--- src/rtl/if_id_queue_pkg.sv ---
// Shared constants and the {pc, inst} entry type for the IF/ID decoupling queue.
package if_id_queue_pkg;

  localparam logic        RST_ENABLE  = 1'b0;
  localparam int unsigned STALL_W     = 6;
  localparam int unsigned INST_ADDR_W = 32;
  localparam int unsigned INST_DATA_W = 32;
  localparam logic [INST_DATA_W-1:0] ZERO_WORD = '0;
  localparam logic [INST_DATA_W-1:0] NOP_INST  = '0;

  typedef struct packed {
    logic [INST_ADDR_W-1:0] pc;
    logic [INST_DATA_W-1:0] inst;
  } fetch_entry_t;

endpackage

--- src/rtl/if_id_queue_fetch_fifo.sv ---
// DEPTH-entry register FIFO of fetched {pc, inst} pairs with clear, push, pop and head read.
module fetch_fifo
  import if_id_queue_pkg::*;
#(
  parameter  int unsigned DEPTH = 2,
  localparam int unsigned PTR_W = $clog2(DEPTH),
  localparam int unsigned CNT_W = $clog2(DEPTH + 1)
) (
  input  logic              clk,
  input  logic              rst,
  input  logic              clear_i,
  input  logic              push_i,
  input  logic              pop_i,
  input  fetch_entry_t      push_data_i,
  output fetch_entry_t      head_o,
  output logic [CNT_W-1:0]  count_o
);

  fetch_entry_t     mem_q [DEPTH];
  fetch_entry_t     mem_d [DEPTH];
  logic [PTR_W-1:0] head_q, head_d;
  logic [PTR_W-1:0] tail_q, tail_d;
  logic [CNT_W-1:0] count_q, count_d;

  always_comb begin
    mem_d   = mem_q;
    head_d  = head_q;
    tail_d  = tail_q;
    count_d = count_q;
    if (clear_i) begin
      head_d  = '0;
      tail_d  = '0;
      count_d = '0;
    end else begin
      if (push_i) begin
        mem_d[tail_q] = push_data_i;
        tail_d        = tail_q + PTR_W'(1);
      end
      if (pop_i) begin
        head_d = head_q + PTR_W'(1);
      end
      case ({push_i, pop_i})
        2'b10:   count_d = count_q + CNT_W'(1);
        2'b01:   count_d = count_q - CNT_W'(1);
        default: count_d = count_q;
      endcase
    end
  end

  always_ff @(posedge clk) begin
    if (rst == RST_ENABLE) begin
      head_q  <= '0;
      tail_q  <= '0;
      count_q <= '0;
    end else begin
      head_q  <= head_d;
      tail_q  <= tail_d;
      count_q <= count_d;
    end
  end

  // Storage needs no reset: it is only observed while count is non-zero.
  always_ff @(posedge clk) begin
    mem_q <= mem_d;
  end

  assign head_o  = mem_q[head_q];
  assign count_o = count_q;

endmodule

--- src/rtl/if_id_queue.sv ---
// Pairs each issued PC with the ROM word returned a cycle later, queues the pairs
// toward ID, and requests a fetch stall when the queue budget is exhausted.
module if_id_queue
  import if_id_queue_pkg::*;
#(
  parameter int unsigned DEPTH = 2
) (
  input  logic                   clk,
  input  logic                   rst,
  input  logic                   ce_i,
  input  logic [INST_ADDR_W-1:0] pc_i,
  input  logic [STALL_W-1:0]     ctrl_stall_i,
  input  logic [INST_DATA_W-1:0] inst_i,
  input  logic                   id_stall_i,
  input  logic                   flush_i,
  output logic [INST_ADDR_W-1:0] id_pc_o,
  output logic [INST_DATA_W-1:0] id_inst_o,
  output logic                   id_valid_o,
  output logic                   fetch_hold_o
);

  localparam int unsigned CNT_W = $clog2(DEPTH + 1);
  localparam int unsigned SUM_W = CNT_W + 1;

  logic                   inflight_q, inflight_d;
  logic [INST_ADDR_W-1:0] pc_q, pc_d;
  logic                   issue, deq, push, pop;
  logic [CNT_W-1:0]       count;
  fetch_entry_t           head;
  fetch_entry_t           push_data;
  logic                   unused_stall;

  assign unused_stall = ^ctrl_stall_i[STALL_W-1:1];

  assign issue     = ce_i & ~ctrl_stall_i[0];
  assign deq       = id_valid_o & ~id_stall_i;
  assign push      = inflight_q & ~flush_i;
  assign pop       = deq & ~flush_i;
  assign push_data = '{pc: pc_q, inst: inst_i};

  always_comb begin
    inflight_d = flush_i ? 1'b0 : issue;
    pc_d       = pc_i;
  end

  always_ff @(posedge clk) begin
    if (rst == RST_ENABLE) begin
      inflight_q <= 1'b0;
      pc_q       <= '0;
    end else begin
      inflight_q <= inflight_d;
      pc_q       <= pc_d;
    end
  end

  fetch_fifo #(.DEPTH(DEPTH)) u_fetch_fifo (
    .clk         (clk),
    .rst         (rst),
    .clear_i     (flush_i),
    .push_i      (push),
    .pop_i       (pop),
    .push_data_i (push_data),
    .head_o      (head),
    .count_o     (count)
  );

  // count + inflight - deq >= DEPTH, rearranged to stay unsigned.
  always_comb begin
    id_valid_o   = (count != '0);
    id_pc_o      = ZERO_WORD;
    id_inst_o    = NOP_INST;
    fetch_hold_o = (SUM_W'(count) + SUM_W'(inflight_q)) >= (SUM_W'(DEPTH) + SUM_W'(deq));
    if (id_valid_o) begin
      id_pc_o   = head.pc;
      id_inst_o = head.inst;
    end
  end

endmodule
--- config.mk ---
export PLATFORM = sky130hd
export DESIGN_NAME = if_id_queue
export DESIGN_NICKNAME = d
export VERILOG_FILES = /design/src/rtl/if_id_queue_pkg.sv /design/src/rtl/if_id_queue_fetch_fifo.sv /design/src/rtl/if_id_queue.sv
export SDC_FILE = /design/constraint.sdc
export NUM_CORES = 1
export LEC_CHECK = 0
export CORE_ASPECT_RATIO = 1.1
export CORE_MARGIN = 8
export CORE_UTILIZATION = 30
export DETAILED_ROUTE_END_ITERATION = 10
export PLACE_DENSITY_LB_ADDON = 0.05
export SLEW_MARGIN = 20
export SYNTH_ARGS = -nofsm -noshare
export SYNTH_HDL_FRONTEND = slang
export SYNTH_HIERARCHICAL = 1
export SYNTH_SLANG_ARGS = --single-unit
--- constraint.sdc ---
create_clock -name clk -period 10.9 [get_ports clk]
set_input_delay 1.635 -clock clk [delete_from_list [all_inputs] [get_ports clk]]
set_output_delay 1.635 -clock clk [all_outputs]
set_load 0.02 [all_outputs]
==> results.yml, run 1 <==
timing:
  tightest_slew_ns: 1.01
  rsz0062_at_grt: "false"
  timing.final.crit_period_ns: 4.93
  drv_slew: 0
  hold_viol: 0
  timing.fmax_ghz: 0.203
  skew_ns: 0.00596
  tns_ns: 0
  slew_headroom_pct: 32.5
  setup_viol: 0
  period_share_pct: 45.2
  fin_ws_ns: 5.97
clocking:
  clk_latency_ns: 0.42
  clockBufferDepth: 2
  cts_resized: 0
  cts_buffers: 17
  h-tree-depth: 4
  cts.sinks: 165
  holdBufCountCts: 0
  cts_tree: "yes"
  cts-root-buf: "clkbuf_16"
  postCtsSetupBuffers: 0
  clk_pin_slew_ns: 0.06
pwr:
  peakVddDrop_mv: 0.0964
  combPwrFrac_pct: 2.9
  switchingPower_uw: 272
  p_sw_share_pct: 19.7
  p_seq_share_pct: 49.7
  power_density_nw_per_um2: 163
  pwr-share-clk_pct: 47.4
  leakage_uw: 0.00296
  internal_power_uw: 1110
layout:
  regArea_um2: 4590
  nets: 589
  finalCoreUtilization_pct: 41.2
  syn2layout_area_growth_pct: 35.4
  layout.cells.non_filler: 779
  fillers: 1932
  multi_input_area_um2: 1500
  drive_gt1_share_pct: 19.9
  final_cell_area_um2: 8460
  antenna_cells: 0
global_route:
  grt_use_total_pct: 10.6
  first_global_vias: 3716
  antenna_found_initial: 1
  grt_pass1_wl_um: 20600
  overflow: 0
  grt_max_degree: 66
placed_design:
  dpl-instance-area_um2: 7800
  dp_hpwl_um: 7720
  place.gp.congestion: 0.665
  portBuffers: 135
  dpl.cell_count: 747
  dp_slack_ns: 5.96
logic_synthesis:
  synth_top_flop_cell: "edfxtp_1"
  synth_nets: 449
  synthTopCellsByCount: "edfxtp_1, and2_1, mux2_2"
  synth.cell_area_um2: 6240
  yosysSeqAreaShare_pct: 73.4
  yosys.area.top_type: "edfxtp_1"
  synth_top_area_share_pct: 61.6
  ys_async_sr_fraction_pct: 0
  synthCells: 370
  synth.area.top_cells: "edfxtp_1, dfxtp_1, mux2_2, and2_1, buf_6"
  syn_avg_cell_area_um2: 16.9
  yosysWarnings: 6
  synth-seq-cells: 165
  yosysMostFrequentCell: "edfxtp_1"
  yosys.cell_types.count: 25
  synth-edff-count: 128
worst_hold_path:
  hp-class: "reg -> reg"
floorplan:
  coreArea_um2: 20500
  io_pins: 141
  initial_core_util_pct: 30.5
  rows: 55
  die_x_um: 154
  dieArea_um2: 25700
  dieHeight_um: 167
setup_path:
  crit_path_frequent_cell: "clkdlybuf4s50_1"
  path_buf_inv: 2
  crit_chain: "clkdlybuf4s50_1 > nor2_1 > ha_1 > nand2b_1 > a21o_1 > clkdlybuf4s50_1"
  cp_top_family: "buffers and inverters"
  worstSetupStartpointType: "input port"
  max_stage_delay_ns: 0.53
  crit_path_end_kind: "primary output"
  worstPathArrival_ns: 3.30
  cp_slowest_cell: "clkdlybuf4s50_1"
  critPathMaxFanout: 2
  critical_path_class: "in -> out"
  critPathRequiredTime_ns: 9.27
detailed_routing:
  dr.pass1.iters: 4
  wl_um: 13100
  viasPerCell: 4.20
  drtIter0Drc: 132
  ant_nets: 0
  vias: 3275
  drc: 0
  detail_route.wl_per_cell_um: 16.8
run:
  cap_violations: 0
status:
  status: "completed"
## power groups by stage
stage,logic (uW),registers [uW],clock network (uW)
3_5_place_dp,41.6,701,0
3_3_place_gp,41.3,700,0
5_1_grt,44.2,687,698
4_1_cts,41.8,687,676
2_1_floorplan,10.0,700,0
6_report,40.6,687,655
## through the flow
step | total power (uW) | hold WS [ns]
6_report | 1380 | 0.427
5_1_grt | 1430 | 0.433
4_1_cts | 1400 | 0.429
3_5_place_dp | 742 | 0.412
3_3_place_gp | 741 | 0.405
2_1_floorplan | 710 | 0.404
## cell families after synthesis
| logic type | count (synthesis) | share of synthesized area, % |
|---|---|---|
| adders and majority gates | 4 | 0.801 |
| AOI/OAI and AO/OA | 3 | 0.280 |
| muxes | 64 | 11.5 |
| xor gates and xnor gates | 4 | 0.561 |
| DFF | 165 | 73.4 |
| buffers and inverters | 21 | 2.66 |
| and+or+nand+nor | 109 | 10.7 |
## worst paths after layout
| kind | cells after the start | endpoint | slack [ns] | from |
|---|---|---|---|---|
| hold reg to reg | 0 | u_fetch_fifo/mem_q[111] | 0.43 | pc_q[15] |
| setup reg to reg | 2 | u_fetch_fifo/mem_q[35] | 9.01 | inflight_q |
| hold / removal | 0 | u_fetch_fifo/mem_q[111] | 0.43 | pc_q[15] |
| setup / recovery | 6 | fetch_hold_o | 5.97 | id_stall_i |
## per-layer routing
| metal | track usage, % | vias up | share of wire (%) |
|---|---|---|---|
| li1 | - | 1593 | - |
| met1 | 11.6 | 1588 | 42 |
| met2 | 18.3 | 80 | 52 |
| met3 | 3.94 | 12 | 5.3 |
| met4 | 3.97 | 2 | 1.2 |
| met5 | 0 | - | 0.099 |
## registers in the layout, summed over array words and instances, names as in the netlist
name,count
u_fetch_fifo/mem_q,128
pc_q,32
u_fetch_fifo/count_o,2
inflight_q,1
u_fetch_fifo/head_q,1
u_fetch_fifo/tail_q,1
## worst register-to-register path: cells and delay by family, from the launching register on
kind	cells	cell delay, ns
DFF	1	0.34
and+or+nand+nor	2	1.14
## area by class of cell
class,count,area share [%]
clock buffers,18,5.19
clock inverters,14,2.52
inverters,4,0.207
multi-input cells,184,17.8
flip-flops and latches,165,54.3
well taps,256,3.79
repair buffers,138,16.2
## layout by cell type (no fill, tap or decap), types with 2 or more instances in the layout
master,count
inv_8,3
nor2_1,4
edfxtp_1,128
bufinv_16,4
inv_6,4
inv_1,3
clkdlybuf4s50_1,135
inv_4,2
and2_1,96
dfxtp_1,36
mux2_2,64
clkbuf_16,17
xnor2_1,3
buf_4,3
ha_1,4
clkinv_4,2
(Power assumes the default switching activity.)
==> run 2: changes to the inputs <==
- clock period: 10.9 -> 4.6 ns (I/O delays scaled with it)
==> run 2 against run 1 <==
Net effect:
- routed wire length up 0.24%
- combinational power up 140%
- total power up 130%
- setup slack worse by 4.6 ns
- register-to-register slack worse by 6.3 ns
- clock power up 120%
- clock skew up 0.0020 ns
- global-route usage about the same
- final cell count unchanged
- sequential share of layout area up 0.20 points
- first-iteration DRC count down 7.6%
- critical endpoint is now id_pc_o[4]
- largest power group unchanged
- highest routed layer unchanged
==> results.yml, run 2 (synthesized netlist as in run 1, its figures left out) <==
timing:
  timing.final.crit_period_ns: 3.28
  rsz0062_at_grt: "false"
  skew_ns: 0.00793
  period_share_pct: 71.2
  drv_slew: 0
  tns_ns: 0
  tightest_slew_ns: 1.01
  hold_viol: 0
  timing.fmax_ghz: 0.305
  setup_viol: 0
  slew_headroom_pct: 32.8
setup_path:
  worst-r2r-setup-slack_ns: 2.69
  reg2reg_from: "inflight_q"
  worstSetupStartpointType: "flip-flop"
  critical_path_class: "reg -> out"
  crit_path_end_kind: "primary output"
  critPathMaxFanout: 65
  critPathRequiredTime_ns: 3.91
  reg2reg_depth: 4
  worstPathArrival_ns: 2.59
  reg2reg_to: "u_fetch_fifo/mem_q[99]"
layout:
  nets: 589
  final_cell_area_um2: 8420
  fillers: 1922
  largest_reg_flops: 128
  antenna_cells: 0
  final_cell_mix: "clkdlybuf4s50_1, edfxtp_1, and2_1"
  syn2layout_area_growth_pct: 34.9
  layout_commonest_cell: "clkdlybuf4s50_1"
  largest-register: "u_fetch_fifo/mem_q"
  drive_gt1_share_pct: 19.9
clocking:
  postCtsSetupBuffers: 0
  clockBufferDepth: 2
  h-tree-depth: 4
  clk_pin_slew_ns: 0.06
  cts_tree: "yes"
  cts_resized: 0
  holdBufCountCts: 0
  clk_latency_ns: 0.41
  cts_buffers: 17
  cts-root-buf: "clkbuf_16"
  cts.sinks: 165
pwr:
  leakage_uw: 0.00294
  power_density_nw_per_um2: 376
  finalPower_uw: 3160
  peakVddDrop_mv: 0.241
detailed_routing:
  ant_nets: 0
  drtIter0Drc: 122
  drc: 0
  wl_um: 13100
  dr.pass1.iters: 4
  viasPerCell: 4.19
  vias: 3267
  detail_route.wl_per_cell_um: 16.8
placed_design:
  place.gp.congestion: 0.656
  dp_hpwl_um: 7910
  dpl-instance-area_um2: 7810
  portBuffers: 135
worst_hold_path:
  min_delay_path_depth: 0
  hp-start: "pc_q[4]"
  hp-class: "reg -> reg"
  min_to: "u_fetch_fifo/mem_q[100]"
floorplan:
  coreArea_um2: 20500
  dieHeight_um: 167
  dieArea_um2: 25700
  rows: 55
  die_x_um: 154
  initial_core_util_pct: 30.5
  io_pins: 141
run:
  cap_violations: 0
status:
  status: "completed"
global_route:
  grt_pass1_wl_um: 20500
  grt_use_total_pct: 10.6
  antenna_found_initial: 1
  overflow: 0
  first_global_vias: 3806
  grt_max_degree: 66
-- run 2: cell types whose count changed in the layout (fill, tap and decap cells not counted), sizes merged --
cell	delta
clkinv	+4
inv	-3
bufinv	-2
clkinvlp	+1
-- run 2: worst max-delay path: stages, from the launching register on --
cell and delay [ns]:
dfxtp_4 1.01, mux2_2 0.42, and2_1 0.16, clkdlybuf4s50_1 0.55
-- run 2: metal layers --
metal / track usage [%] / wire (um)
met4: 4.22 / 181
met5: 0 / 9
met3: 3.84 / 665
met2: 19.0 / 6860
met1: 11.1 / 5400
-- run 2: where the power goes --
group          leakage (uW)  switching, uW  total (uW)  internal [uW]
Sequential          0.00151           7.56        1630           1620
Clock              0.000302            591        1440            848
Combinational       0.00113           30.8        97.3           66.4
Total               0.00294            630        3160           2530
-- run 2: layout make-up --
type | instances | area (um2) | share of cell area [%]
clock buffers | 18 | 450 | 5.35
clock inverters | 14 | 164 | 1.95
inverters | 4 | 17.5 | 0.208
multi-input cells | 184 | 1510 | 17.9
flip-flops and latches | 165 | 4590 | 54.5
well taps | 256 | 320 | 3.80
repair buffers | 138 | 1370 | 16.3
-- run 2: how the worst max path moves through the flow --
stage	end	start	cells past startpoint	slack, ns
6_report	id_pc_o[4]	u_fetch_fifo/head_q	3	1.32
5_1_grt	id_inst_o[18]	u_fetch_fifo/head_q	3	1.17
4_1_cts	id_pc_o[18]	u_fetch_fifo/head_q	3	1.23
3_5_place_dp	fetch_hold_o	id_stall_i	6	1.52
3_3_place_gp	fetch_hold_o	id_stall_i	6	1.53
2_1_floorplan	u_fetch_fifo/mem_q[100]	flush_i	3	0.67
-- run 2: per-stage QoR --
stage	instances	setup slack [ns]	util, %	hold slack [ns]
after CTS	779	1.23	41.1	0.426
after global placement	747	1.53	38.1	0.405
final	779	1.32	41.1	0.427
after global routing	779	1.17	41.1	0.431
after detailed placement	747	1.52	38.1	0.411
after floorplan	370	0.669	-	0.404
==> RTL change 1, RTL diff (config.mk and constraints of run 2) <==
`DEPTH` is set to 2 in 2 places; all go to 4.
--- a/src/rtl/if_id_queue_fetch_fifo.sv
+++ b/src/rtl/if_id_queue_fetch_fifo.sv
@@ -2,7 +2,7 @@
 module fetch_fifo
   import if_id_queue_pkg::*;
 #(
-  parameter  int unsigned DEPTH = 2,
+  parameter  int unsigned DEPTH = 4,
   localparam int unsigned PTR_W = $clog2(DEPTH),
   localparam int unsigned CNT_W = $clog2(DEPTH + 1)
 ) (
--- a/src/rtl/if_id_queue.sv
+++ b/src/rtl/if_id_queue.sv
@@ -3,7 +3,7 @@
 module if_id_queue
   import if_id_queue_pkg::*;
 #(
-  parameter int unsigned DEPTH = 2
+  parameter int unsigned DEPTH = 4
 ) (
   input  logic                   clk,
   input  logic                   rst,
Function: changed (Yosys sat finds a counterexample within 4 cycles, from zero or initial values and one cycle with rst low).
==> RTL change 1 against run 2 <==
Non-clock buffer count rose by 7. Global-route usage rose by 0.78 points. Final cell count rose by 54%. Count of clock-buffer cells in the layout rose by 37. Worst setup slack got worse by 0.26 ns. Cell area rose by 67%. Wire length rose by 85%. Highest routed layer is now met4. First-iteration DRC count rose by 84%. Total power rose by 78%. Area after synthesis rose by 77%. Sequential power rose by 80%. Sequential cell count rose by 131.
==> RTL change 1: results (changes against run 2) <==
qor: synth.post_synth_fa_ha_maj_area_fraction 1.09% [was 0.801%]
qor: synth.synth_top_cells_by_area sky130_fd_sc_hd__edfxtp_1 (70%), sky130_fd_sc_hd__mux4_2 (13%), sky130_fd_sc_hd__dfxtp_1 (7.2%) [was sky130_fd_sc_hd__edfxtp_1 (62%), sky130_fd_sc_hd__dfxtp_1 (12%), sky130_fd_sc_hd__mux2_2 (12%)]
qor: min_path.holdPathEnd u_fetch_fifo/mem_q[60]$_DFFE_PP_ [was u_fetch_fifo/mem_q[100]$_DFFE_PP_]
qor: power_and_ir_drop.seq_power 0.00294 W [was 0.00163 W]
qor: power_and_ir_drop.clockPowerShare 45.7% [was 45.5%]
qor: worst_setup_path.critical_path_peak_fanout 19 [was 65]
qor: status.status complete, no violations [unchanged]
qor: synth.synth_enable_flop_cells 256 [was 128]
qor: finish.clock_buffer_and_inverter_area_fraction_after_layout 7.80% [was 7.29%]
qor: synth.mapped_area 11100 um^2 [was 6240 um^2]
qor: global_route.grt_pass1_wl 36.9 mm [was 20.5 mm]
qor: worst_setup_path.worst_r2r_path_depth 3 [was 4]
qor: global_route.gr-usage-met3 2.67% [was 3.84%]
qor: finish.fillers 3363 [was 1922]
qor: finish.fin_nets 768 [was 589]
qor: global_route.aggregate_global_route_resource_usage 11.4% [was 10.6%]
qor: synth.synth_cell_types 28 [was 25]
qor: power_and_ir_drop.sw_frac_of_total 18.6% [was 19.9%]
qor: finish.multiInputCombCellCount 201 [was 184]
qor: synth.syn-num-nets 611 [was 449]
qor: worst_setup_path.critical-path-top-delay-family buffers and inverters [was flip-flops]
qor: finish.area_delta_synth_final 27.5% [was 34.9%]
qor: cts.cts_inserted_buffers 34 [was 17]
qor: placement.pre_cts_ws 1.22 ns [was 1.52 ns]
qor: worst_setup_path.critical_path.max_stage_delay 0.59 ns [was 1.01 ns]
qor: synth.avgSynthCellArea 21.0 um^2 [was 16.9 um^2]
[RTL change 1: cell count changes after synthesis, moves of 3 or more]
cell and change:
sky130_fd_sc_hd__edfxtp_1 +128, sky130_fd_sc_hd__mux2_2 -64, sky130_fd_sc_hd__mux4_2 +64, sky130_fd_sc_hd__buf_2 +5, sky130_fd_sc_hd__ha_1 +4, sky130_fd_sc_hd__and3_1 +3
sky130_fd_sc_hd__dfxtp_1 +3, sky130_fd_sc_hd__nor2_1 +3
[RTL change 1: worst max path at each step]
stage	end	slack (ns)	depth (start not counted)
after floorplan	u_fetch_fifo/mem_q[0]$_DFFE_PP_	1.56	2
after global placement	fetch_hold_o	1.19	7
after detailed placement	fetch_hold_o	1.22	7
after CTS	id_pc_o[7]	0.92	4
after global routing	id_pc_o[7]	0.84	4
final	id_pc_o[7]	1.06	4
[RTL change 1: layer usage]
layer	wire length, um	share of wire (%)
met1	10300	42
met2	12300	51
met3	1260	5.2
met4	425	1.7
met5	0	0
==> RTL change 2, RTL diff (flow settings as in run 2) <==
Without the edit above. Change the package constant `RST_ENABLE` from 1'b0 to 1'b1.
--- a/src/rtl/if_id_queue_pkg.sv
+++ b/src/rtl/if_id_queue_pkg.sv
@@ -1,7 +1,7 @@
 // Shared constants and the {pc, inst} entry type for the IF/ID decoupling queue.
 package if_id_queue_pkg;
 
-  localparam logic        RST_ENABLE  = 1'b0;
+  localparam logic        RST_ENABLE  = 1'b1;
   localparam int unsigned STALL_W     = 6;
   localparam int unsigned INST_ADDR_W = 32;
   localparam int unsigned INST_DATA_W = 32;
Check against the original RTL: not equivalent (a bounded check fails within 4 cycles, from zero or initial values).
==> RTL change 2 against run 2 <==
Wire length increased by 0.16%. Combinational power increased by 0.8%. Register-to-register slack improved by 0.10 ns. Largest cell class unchanged. Total power fell by 3.5%. Area after synthesis down 0.44%. Sequential cell count unchanged. Cell area is 0.39% lower. Utilization about the same. Critical path depth unchanged. Sequential share of layout area is 0.21 points higher. Worst setup slack improved by 0.017 ns. Die area shrank 0.40%.
==> RTL change 2: results (changes against run 2) <==
qor: status.status complete, no violations [unchanged]
qor: worst_setup_path.timing.critical_path.arrival 2.57 ns [was 2.59 ns]
qor: synth.synth_enable_flop_cells 128 [unchanged]
qor: synth.seq_area_frac_synth 73.7% [was 73.4%]
qor: drt.first_iter_violations 123 [was 122]
qor: finish.fin_nets 589 [unchanged]
qor: synth.post_synth_fa_ha_maj_area_fraction 0.805% [was 0.801%]
qor: drt.routed_via_density 4.27 [was 4.19]
qor: global_route.grt_pass1_vias 3783 [was 3806]
qor: global_route.grt_pass1_wl 20.9 mm [was 20.5 mm]
qor: placement.placement.io_buffers 135 [unchanged]
qor: synth.syn-num-nets 447 [was 449]
qor: synth.avgSynthCellArea 16.9 um^2 [about the same]
qor: power_and_ir_drop.vdd.ir_drop.worst 0.243 mV [was 0.241 mV]
qor: min_path.hold_path_class flip-flop to flip-flop [unchanged]
qor: power_and_ir_drop.sw_frac_of_total 20.3% [was 19.9%]
qor: worst_setup_path.critical-path-slowest-cell sky130_fd_sc_hd__dfxtp_4 [unchanged]
qor: placement.routabilityCongestion 0.685 [was 0.656]
qor: global_route.aggregate_global_route_resource_usage 10.7% [was 10.6%]
qor: power_and_ir_drop.power_leakage 2.91 nW [was 2.94 nW]
qor: synth.synth_cell_types 24 [was 25]
qor: synth.post_synth_mux_area_share 11.6% [was 11.5%]
qor: worst_setup_path.r2r_slack 2.79 ns [was 2.69 ns]
qor: synth.synth-compound-area-share 0.322% [was 0.281%]
qor: finish.fillers 1943 [was 1922]
qor: worst_setup_path.worst_r2r_path_depth 5 [was 4]
qor: placement.detailedPlacementHpwl 7.87 mm [was 7.91 mm]
qor: worst_setup_path.worst_r2r_endpoint u_fetch_fifo/count_o[1]$_SDFFE_PP0P_ [was u_fetch_fifo/mem_q[99]$_DFFE_PP_]
qor: timing.fmaxAchievable 307 MHz [was 305 MHz]
qor: synth.xor_xnor_cell_area_share_of_the_yosys_netlist 0.563% [was 0.561%]
qor: synth.leading_cell_types_by_count_after_synthesis sky130_fd_sc_hd__edfxtp_1 (128), sky130_fd_sc_hd__and2_1 (64), sky130_fd_sc_hd__mux2_2 (64), sky130_fd_sc_hd__dfxtp_1 (37), sky130_fd_sc_hd__nor2b_1 (27) [was sky130_fd_sc_hd__edfxtp_1 (128), sky130_fd_sc_hd__and2_1 (96), sky130_fd_sc_hd__mux2_2 (64), sky130_fd_sc_hd__dfxtp_1 (37), sky130_fd_sc_hd__buf_6 (11)]
qor: timing.worst_pin_slew 1.00 ns [was 1.01 ns]
qor: synth.synth_top_cells_by_area sky130_fd_sc_hd__edfxtp_1 (62%), sky130_fd_sc_hd__dfxtp_1 (12%), sky130_fd_sc_hd__mux2_2 (12%) [unchanged]
qor: worst_setup_path.endpoint id_pc_o[3] [was id_pc_o[4]]
qor: cts.cts_setup_buffers 0 [unchanged]
qor: drt.routedWlPerCell 16.9 um [was 16.8 um]
qor: worst_setup_path.timing.rr.start u_fetch_fifo/count_o[0]$_SDFFE_PP0P_ [was inflight_q$_SDFF_PP0_]
qor: timing.worst_clock_skew 0.00497 ns [was 0.00793 ns]
[RTL change 2: how the worst min path moves through the flow]
| stage | depth (start not counted) | slack (ns) | startpoint | endpoint |
|---|---|---|---|---|
| floorplan | 0 | 0.40 | pc_q[4]$_SDFF_PP0_ | u_fetch_fifo/mem_q[100]$_DFFE_PP_ |
| global placement | 0 | 0.40 | pc_q[4]$_SDFF_PP0_ | u_fetch_fifo/mem_q[100]$_DFFE_PP_ |
| detailed placement | 0 | 0.41 | pc_q[12]$_SDFF_PP0_ | u_fetch_fifo/mem_q[44]$_DFFE_PP_ |
| CTS | 0 | 0.43 | pc_q[24]$_SDFF_PP0_ | u_fetch_fifo/mem_q[120]$_DFFE_PP_ |
| global route | 0 | 0.44 | pc_q[25]$_SDFF_PP0_ | u_fetch_fifo/mem_q[57]$_DFFE_PP_ |
| finish | 0 | 0.43 | pc_q[1]$_SDFF_PP0_ | u_fetch_fifo/mem_q[33]$_DFFE_PP_ |
[RTL change 2: cell families after synthesis]
logic type,after synthesis
buffers and inverters,20
adder cells (fa/ha/maj),4
XOR/XNOR,4
multiplexers,64
flip-flops,165
AND/OR/NAND/NOR,108
AO/OA/AOI/OAI,3
[RTL change 2: layout make-up]
type	instances	area (um^2)	share of cell area (%)
inverters	3	13.8	0.164
clock buffers	18	429	5.11
multi-input cells	183	1530	18.2
clock inverters	14	125	1.49
well taps	256	320	3.82
repair buffers	140	1390	16.5
flip-flops and latches	165	4590	54.7
[RTL change 2: stage by stage]
step	hold slack, ns	area [um^2]	setup WS, ns
after floorplan	0.404	6230	0.665
after global placement	0.404	7840	1.55
after detailed placement	0.415	7840	1.53
after CTS	0.431	8390	1.25
after global routing	0.437	8390	1.17
final	0.428	8390	1.34
[RTL change 2: power by group through the flow]
stage	sequential, W	combinational (W)	clock [W]
after global placement	0.00166	0.0000989	0
after floorplan	0.00166	0.0000245	0
after CTS	0.00163	0.000101	0.00139
after global routing	0.00163	0.000107	0.00144
final	0.00163	0.0000981	0.00133
after detailed placement	0.00166	0.000100	0
[RTL change 2: per-layer routing]
metal / vias to the layer above / share of wire [%] / track usage (%) / wire length [um]
met5: - / 0.099 / 0 / 13
met2: 96 / 50 / 18.1 / 6550
met3: 10 / 6.3 / 4.43 / 833
met4: 2 / 1.1 / 3.49 / 138
li1: 1602 / - / - / -
met1: 1620 / 43 / 11.9 / 5600
